File: config.mk
export PLATFORM = sky130hd
export DESIGN_NAME = alu_issue_unit_flat
export DESIGN_NICKNAME = d
export VERILOG_FILES = /design/src/rtl/alu_issue_if.sv /design/src/rtl/alu_issue_unit.sv /design/src/flat_wrapper.sv
export SDC_FILE = /design/constraint.sdc
export NUM_CORES = 1
export LEC_CHECK = 0
export ABC_AREA = 1
export CAP_MARGIN = 20
export CORE_AREA = 2 2 67 69
export DETAILED_ROUTE_END_ITERATION = 7
export DIE_AREA = 0 0 69 71
export PLACE_DENSITY = 0.87
export SLEW_MARGIN = 20
export SYNTH_ARGS = -nofsm -noshare
export SYNTH_HDL_FRONTEND = slang
export SYNTH_SLANG_ARGS = --single-unit
File: constraint.sdc
create_clock -name clk -period 1.95 [get_ports clk]
set_clock_uncertainty 0.15 [all_clocks]
set_input_delay 0.195 -clock clk [delete_from_list [all_inputs] [get_ports clk]]
set_output_delay 0.195 -clock clk [all_outputs]
set_load 0.05 [all_outputs]
File: src/rtl/alu_issue_if.sv
// alu_issue_if: instruction valid/ready handshake into the ALU issue unit.
interface alu_issue_if #(parameter int DATA_W = 4);
   logic              in_valid;
   logic              in_ready;
   logic              in_load;
   logic [2:0]        in_op;
   logic [1:0]        in_rd;
   logic [1:0]        in_rs1;
   logic [1:0]        in_rs2;
   logic [DATA_W-1:0] in_imm;
   modport master (output in_valid, in_load, in_op, in_rd, in_rs1, in_rs2, in_imm, input in_ready);
   modport slave (input in_valid, in_load, in_op, in_rd, in_rs1, in_rs2, in_imm, output in_ready);
endinterface

File: src/rtl/alu_issue_unit.sv
// alu_issue_unit: one-at-a-time sequencer feeding an external ALU and writing back to a 4-entry regfile.
// Optional ALU_OVF_EN adds a signed-overflow flag updated by ADD.
module alu_issue_unit #(
   parameter int DATA_W = 4,
   parameter int NREG   = 4
) (
   input  logic              clk,
   input  logic              rst_n,
   alu_issue_if.slave        issue,
   output logic [2:0]        alu_op,
   output logic [DATA_W-1:0] alu_a,
   output logic [DATA_W-1:0] alu_b,
   input  logic [DATA_W-1:0] alu_c,
   input  logic              alu_carry,
   output logic              done,
   output logic              carry_flag,
   output logic              zero_flag,
`ifdef ALU_OVF_EN
   output logic              ovf_flag,
`endif
   input  logic [1:0]        dbg_sel,
   output logic [DATA_W-1:0] dbg_data
);
   typedef enum logic [1:0] {IDLE, EXEC, WRITE} state_t;
   state_t state, state_nx;
   logic [DATA_W-1:0] rf [NREG];
   logic [DATA_W-1:0] res;
   logic              cap_carry;
   logic              is_load;
   logic [1:0]        rd_q;
   logic              accept;
   always_comb begin
      issue.in_ready = state == IDLE;
      done           = state == WRITE;
      accept         = issue.in_ready && issue.in_valid;
      state_nx       = state == IDLE ? (issue.in_valid ? (issue.in_load ? WRITE : EXEC) : IDLE)
                     : state == EXEC ? WRITE : IDLE;
   end
   assign dbg_data = rf[dbg_sel];
   always_ff @(posedge clk or negedge rst_n) begin
      if (!rst_n) begin
         state      <= IDLE;
         for (int i = 0; i < NREG; i++) rf[i] <= '0;
         alu_op     <= '0;
         alu_a      <= '0;
         alu_b      <= '0;
         res        <= '0;
         cap_carry  <= 1'b0;
         is_load    <= 1'b0;
         rd_q       <= '0;
         carry_flag <= 1'b0;
         zero_flag  <= 1'b0;
`ifdef ALU_OVF_EN
         ovf_flag   <= 1'b0;
`endif
      end else begin
         state <= state_nx;
         if (accept) begin
            is_load <= issue.in_load;
            rd_q    <= issue.in_rd;
            if (issue.in_load) res <= issue.in_imm;
            else begin
               alu_op <= issue.in_op;
               alu_a  <= rf[issue.in_rs1];
               alu_b  <= rf[issue.in_rs2];
            end
         end
         if (state == EXEC) begin
            res       <= alu_c;
            cap_carry <= alu_carry;
         end
         // alu_op still holds the opcode of the instruction being retired
         if (state == WRITE) begin
            rf[rd_q]  <= res;
            zero_flag <= res == '0;
            if (!is_load && alu_op[2:1] == 2'b00) carry_flag <= cap_carry;
`ifdef ALU_OVF_EN
            if (!is_load && alu_op == 3'd0)
               ovf_flag <= (alu_a[DATA_W-1] == alu_b[DATA_W-1]) && (res[DATA_W-1] != alu_a[DATA_W-1]);
`endif
         end
      end
   end
endmodule

File: src/flat_wrapper.sv
// flat-port wrapper written by rule: the top's interface ports become plain ports
module alu_issue_unit_flat 
#(
   parameter int DATA_W = 4,
   parameter int NREG   = 4
)
  (clk, rst_n, alu_op, alu_a, alu_b, alu_c, alu_carry, done, carry_flag, zero_flag, dbg_sel, dbg_data, issue_in_valid, issue_in_load, issue_in_op, issue_in_rd, issue_in_rs1, issue_in_rs2, issue_in_imm, issue_in_ready);
  alu_issue_if #(.DATA_W(DATA_W)) issue_i ();
  input  logic clk;
  input  logic rst_n;
  output logic [2:0] alu_op;
  output logic [DATA_W-1:0] alu_a;
  output logic [DATA_W-1:0] alu_b;
  input  logic [DATA_W-1:0] alu_c;
  input  logic alu_carry;
  output logic done;
  output logic carry_flag;
  output logic zero_flag;
  input  logic [1:0] dbg_sel;
  output logic [DATA_W-1:0] dbg_data;
  input wire logic [$bits(issue_i.in_valid)-1:0] issue_in_valid;
  input wire logic [$bits(issue_i.in_load)-1:0] issue_in_load;
  input wire logic [$bits(issue_i.in_op)-1:0] issue_in_op;
  input wire logic [$bits(issue_i.in_rd)-1:0] issue_in_rd;
  input wire logic [$bits(issue_i.in_rs1)-1:0] issue_in_rs1;
  input wire logic [$bits(issue_i.in_rs2)-1:0] issue_in_rs2;
  input wire logic [$bits(issue_i.in_imm)-1:0] issue_in_imm;
  output wire logic [$bits(issue_i.in_ready)-1:0] issue_in_ready;
  assign issue_i.in_valid = issue_in_valid;
  assign issue_i.in_load = issue_in_load;
  assign issue_i.in_op = issue_in_op;
  assign issue_i.in_rd = issue_in_rd;
  assign issue_i.in_rs1 = issue_in_rs1;
  assign issue_i.in_rs2 = issue_in_rs2;
  assign issue_i.in_imm = issue_in_imm;
  assign issue_in_ready = issue_i.in_ready;
  alu_issue_unit #(.DATA_W(DATA_W), .NREG(NREG)) u_core (.clk(clk), .rst_n(rst_n), .issue(issue_i), .alu_op(alu_op), .alu_a(alu_a), .alu_b(alu_b), .alu_c(alu_c), .alu_carry(alu_carry), .done(done), .carry_flag(carry_flag), .zero_flag(zero_flag), .dbg_sel(dbg_sel), .dbg_data(dbg_data));
endmodule
==> metrics.md, run 1 <==
| Metric | Value |
|---|---|
| Final HPWL DP | 3380 µm |
| Largest net degree at the start of global routing | 28 |
| Fill cell count | 383 |
| DR pass1 iterations | 4 |
| Met3 Use GR | 6.13% |
| Antenna diodes | 0 |
| Vias | 1858 |
| Crit path capture type | primary output |
| Final Cell Area | 2650 µm² |
| Drt initial violations | 193 |
| Worst-path cell chain | clkdlybuf4s50_1 |
| Data required, critical path | 1.60 ns |
| Final setup vio count | 0 |
| Setup TNS | 0 ns |
| Seq/Total Area, Yosys | 48.3% |
| Critical path buffers and inverters | 1 |
| Share of cells above drive strength 1 | 8.95% |
| Core Region | 4200 µm² |
| Finished Core Util | 63.1% |
| Top cell type by total area after synthesis | dfrtp_1 |
| IO Port Bufs | 42 |
| Max-Cap Viols | 0 |
| Startpoint Class | flip-flop |
| Critical path's largest stage delay | 0.82 ns |
| Die Y | 71 µm |
| Max FO, Critical Path | 3 |
| Max-slew violations | 0 |
| Unrepaired setup endpoints after global routing | no |
| Leakage | 0.00137 µW |
| Clock slew at reported path FFs | 0.08 ns |
| Worst skew pair latency | 0.29 ns |
| Post-layout minimum cycle time | 1.83 ns |
| Highest clock rate | 548 MHz |
| Remaining global-route overflow | 0 |
| CP arrival | 1.48 ns |
| Ys Warns | 0 |
| Routed WL per cell | 12.4 µm |
| Layout Nets | 336 |
| Rows | 24 |
| Initial antenna violation count | 0 |
| Clock sinks | 39 |
| Power Dens Cells | 1330 nW/µm² |
| Pin slew with the least headroom to its limit | 0.573 ns |
| Routability Congestion | 0.966 |
| Synthesized instance count | 268 |
| PnR Total Power | 3530 µW |
| FF+latch count, synth | 39 |
| DRT antenna net count | 0 |
| GRT met2 Usage | 32.8% |
| Global-route wire length before repair | 7890 µm |
| Drt via density | 5.09 |
| PnR worst setup slack | 0.124 ns |
| Final WL | 4520 µm |
| Syn nets | 292 |
| Worst slew margin | 61.8% |
| CTS buffer count | 5 |
| Slowest CP cell | clkdlybuf4s50_1 |
| Synth area leaders | dfrtp_1 (48%), nand2_1 (22%), nand3_1 (6.4%) |
| Setup WS pre-CTS | 0.153 ns |
| Root Buffer | clkbuf_8 |
| Post-synthesis area per instance | 7.54 µm² |
| CTS tree | yes |
| CP Depth | 1 |
| DP Area | 2520 µm² |
| Initial core utilization | 48.1% |
| Path depth of the worst reg2reg path | 6 |
| Vias in the first global route | 1762 |
| Status | finished clean |
| Area delta synth->final | 31.1% |
| Chip width | 69 µm |
| Ports | 43 |
| Hold Vio Cnt, Final | 0 |
| Peak VDD IR | 0.000646 V |
| GR peak layer | met2 |
| Met1 Usage GRT | 24.7% |
| PostCTS Resize Cnt | 0 |
| Clk buf depth | 2 |
| Die Area | 4900 µm² |
| Critical Setup Path Class | flip-flop to primary output |
| Cell Area, Synth | 2020 µm² |
| Synth cell types | 20 |
| Crit path max-delay family | buffers and inverters |
| Post-synth top area share | 48.3% |
| Tcrit/Tclk final | 93.6% |
| H-tree levels | 2 |
| # DRC | 0 |
| Class of the worst hold path | input pin to async pin |
| Global Route Usage Sum | 20.2% |
metal layers:
metal	vias up	part of all wire, %
met5	-	0
met4	0	3.1
met3	11	6.8
met2	65	47
met1	848	43
li1	934	-
cells by family after synthesis:
family / synth area share [%]
buffers and inverters: 8.23
AOI/OAI and AO/OA: 8.91
and+or+nand+nor: 34.6
DFF: 48.3
final timing paths:
| check | startpoint | to | slack, ns |
|---|---|---|---|
| max | u_core.alu_op[2] | alu_op[2] | 0.12 |
| min | rst_n | u_core.rf[15] | 0.27 |
| max reg2reg | u_core.state[0] | u_core.alu_op[0] | 0.32 |
| min reg2reg | u_core.alu_b[0] | u_core.alu_b[0] | 0.34 |
| max in group asynchronous | rst_n | u_core.alu_b[0] | 0.86 |
| min in group clk | issue_in_op[0] | u_core.alu_op[0] | 0.30 |
layout make-up:
| type | count | area (µm²) | share of cell area (%) |
|---|---|---|---|
| multi-input combinational | 191 | 880 | 33.2 |
| inverter | 30 | 113 | 4.25 |
| timing repair buffer | 45 | 500 | 18.9 |
| clock buffer | 6 | 82.6 | 3.11 |
| sequential | 39 | 976 | 36.8 |
| clock inverter | 2 | 35.0 | 1.32 |
| tap | 52 | 65.1 | 2.45 |
cell usage after synthesis:
library cell    n
inv_2           2
nand3_1        26
buf_6           2
clkbuf_1        1
buf_2           4
o211ai_1        4
nand2_2         1
nor2_1          5
o21ai_0         6
nand4_1         1
nand2_4         1
nor2_8          2
nand3_2         4
dfrtp_1        39
nand2_1       116
nor2_4          1
a21oi_1         7
buf_4           1
o21ai_1        17
inv_1          28
cells in the final DEF, fill, tap and decap left out, types with 2 or more instances in the layout:
cell type / instances
a21oi_1: 7
buf_12: 6
buf_4: 2
clkbuf_8: 6
clkdlybuf4s50_1: 35
dfrtp_1: 39
inv_1: 28
inv_2: 2
nand2_1: 116
nand3_1: 26
nand3_2: 4
nor2_1: 5
nor2_8: 2
o211ai_1: 4
o21ai_0: 6
o21ai_1: 17
power breakdown:
group / total, µW / leakage, µW / switching, µW / internal, µW
logic: 1550 / 0.000813 / 994 / 552
registers: 1290 / 0.000493 / 199 / 1090
clock network: 696 / 0.0000612 / 282 / 414
what timing repair did:
item | in CTS | in global routing
hold endpoints to repair | 25 | 0
hold buffers | 1 | 0
setup buffers | 0 | 0
registers in the layout (all words and copies together), names as in the netlist:
name	flops
u_core.rf	16
u_core.alu_a	4
u_core.alu_b	4
u_core.res	4
u_core.alu_op	3
u_core.rd_q	2
u_core.state	2
u_core.cap_carry	1
u_core.carry_flag	1
u_core.is_load	1
u_core.zero_flag	1
metrics by stage:
step | hold WS (ns) | cells
6_report | 0.272 | 365
2_1_floorplan | -0.251 | 268
3_3_place_gp | 0.0718 | 356
5_1_grt | 0.319 | 365
4_1_cts | 0.292 | 365
3_5_place_dp | 0.0772 | 356
Note: power is estimated with default switching activity, not from simulation.
==> inputs of run 2 (changes only) <==
- CORE_AREA: 2 2 67 69 -> 2 2 70 72
- DIE_AREA: 0 0 69 71 -> 0 0 72 74
- PLACE_DENSITY: 0.87 -> 0.84
- clock period: 1.95 -> 1.5 ns (I/O delays scaled with it)
==> metrics.md, run 2 (synthesis gave the netlist of run 1 again) <==
| Metric | Value |
|---|---|
| Setup WS pre-CTS | -0.0335 ns |
| Finished Core Util | 64.5% |
| Peak VDD IR | 0.000982 V |
| Worst skew pair latency | 0.30 ns |
| Largest net degree at the start of global routing | 40 |
| Unrepaired setup endpoints after global routing | yes |
| H-tree levels | 2 |
| Top Metal Used | met4 |
| Final setup vio count | 0 |
| Setup TNS | 0 ns |
| Critical path's largest stage delay | 0.39 ns |
| IO Port Bufs | 42 |
| Clock sinks | 39 |
| Drt initial violations | 161 |
| Class of the worst hold path | input pin to flip-flop |
| Clock slew at reported path FFs | 0.08 ns |
| Root Buffer | clkbuf_8 |
| Worst r2r src | u_core.state[0] |
| CTS buffer count | 5 |
| Max-slew violations | 0 |
| Data required, critical path | 1.20 ns |
| Hold Vio Cnt, Final | 0 |
| Most flop-heavy register | u_core.rf |
| HP Start | issue_in_op[2] |
| Global-route wire length before repair | 8270 µm |
| DR WL met3 | 342 µm |
| Crit path max-delay family | flip-flops |
| Tcrit/Tclk final | 99.4% |
| Ports | 43 |
| # DRC | 0 |
| Initial core utilization | 44.0% |
| Hold EP | u_core.alu_op[2] |
| Highest clock rate | 671 MHz |
| Vias in the first global route | 1883 |
| Most frequent cells in the layout | nand2_1 (115), dfrtp_1 (37), nand3_1 (26) |
| Setup slack, reg-to-reg | 0.11 ns |
| Worst-path cell chain | inv_2, a21oi_2, o21ai_1, nand2_1, buf_12 |
| Worst slew margin | 67.4% |
| PnR Total Power | 5190 µW |
| Final worst hold slack | 0.240 ns |
| Max-Cap Viols | 0 |
| Status | finished clean |
| Rows | 25 |
| Share of cells above drive strength 1 | 22.8% |
| Initial antenna violation count | 0 |
| Routability Congestion | 0.815 |
| DR pass1 iterations | 4 |
| Routed WL per cell | 13.2 µm |
| Leakage | 0.00153 µW |
| Global Route Usage Sum | 20.1% |
| Fill cell count | 393 |
| Remaining global-route overflow | 0 |
| Pin slew with the least headroom to its limit | 0.489 ns |
| Power Dens Cells | 1750 nW/µm² |
| Antenna diodes | 0 |
| Vias | 1981 |
| Commonest non-fill, non-tap cell in the layout | nand2_1 |
| Slowest CP cell | dfrtp_1 |
| Die Area | 5330 µm² |
| Critical path buffers and inverters | 2 |
| Met2 wire len | 2560 µm |
| Routed met1 length | 2090 µm |
| DRT antenna net count | 0 |
| Core Region | 4600 µm² |
| Layout Nets | 356 |
| Critical Setup Path Class | flip-flop to primary output |
| Clk buf depth | 2 |
| Max reg flops | 16 |
| Startpoint Class | flip-flop |
| Post-layout minimum cycle time | 1.49 ns |
| CP arrival | 1.19 ns |
| Max FO, Critical Path | 2 |
| Crit path capture type | primary output |
| Final HPWL DP | 3660 µm |
| Path depth of the worst reg2reg path | 6 |
| PnR worst setup slack | 0.00943 ns |
| Chip width | 72 µm |
| WHS Path Cells | 3 |
| Die Y | 74 µm |
| Final WL | 5130 µm |
| CTS tree | yes |
| Area delta synth->final | 46.6% |
| Drt via density | 5.12 |
| Worst R2R End | u_core.alu_b[1] |
[run 2: how the worst max path moves through the flow]
stage	from	endpoint	slack (ns)	cells past startpoint
3_3_place_gp	dbg_sel[0]	dbg_data[3]	-0.01	6
2_1_floorplan	u_core.state[0]	u_core.alu_op[2]	-0.01	7
5_1_grt	u_core.rf[10]	dbg_data[2]	-0.05	5
4_1_cts	u_core.rf[2]	dbg_data[2]	0.001	5
6_report	u_core.rf[9]	dbg_data[1]	0.009	5
3_5_place_dp	dbg_sel[1]	dbg_data[0]	-0.03	5
[run 2: through the flow]
step	cells	instance area [µm²]
finish	387	2960
detailed placement	364	2700
floorplan	268	2020
global route	387	2960
global placement	364	2700
CTS	374	2850
[run 2: area by class of cell]
| cell class | instances | area [µm²] | share of cell area [%] |
|---|---|---|---|
| Inverter | 30 | 118 | 3.97 |
| Clock buffer | 6 | 82.6 | 2.79 |
| Sequential cell | 39 | 978 | 33.0 |
| Multi-Input combinational cell | 191 | 897 | 30.3 |
| Tap cell | 54 | 67.6 | 2.28 |
| Clock inverter | 2 | 35.0 | 1.18 |
| Timing Repair Buffer | 65 | 786 | 26.5 |
[run 2: power by group]
group	switching [µW]	internal (µW)
logic	1370	1160
clock network	379	538
registers	336	1410
[run 2: worst reg2reg max path, delay by kind of cell (launching register included)]
kind | cells | cell delay (ns)
simple gates | 5 | 0.57
buf+inv | 1 | 0.10
flops | 1 | 0.47
[run 2: per-layer routing]
layer,vias to the layer above,track usage [%]
li1,972,-
met1,914,24.1
met3,18,5.01
met2,77,34.7
met5,-,0
met4,0,8.39
[run 2: timing repair]
action,in CTS,in global routing
hold endpoints to repair,39,0
setup endpoints to repair,5,11
resized for setup,13,11
hold buffers,1,0
setup buffers,1,13
pin swaps,0,4
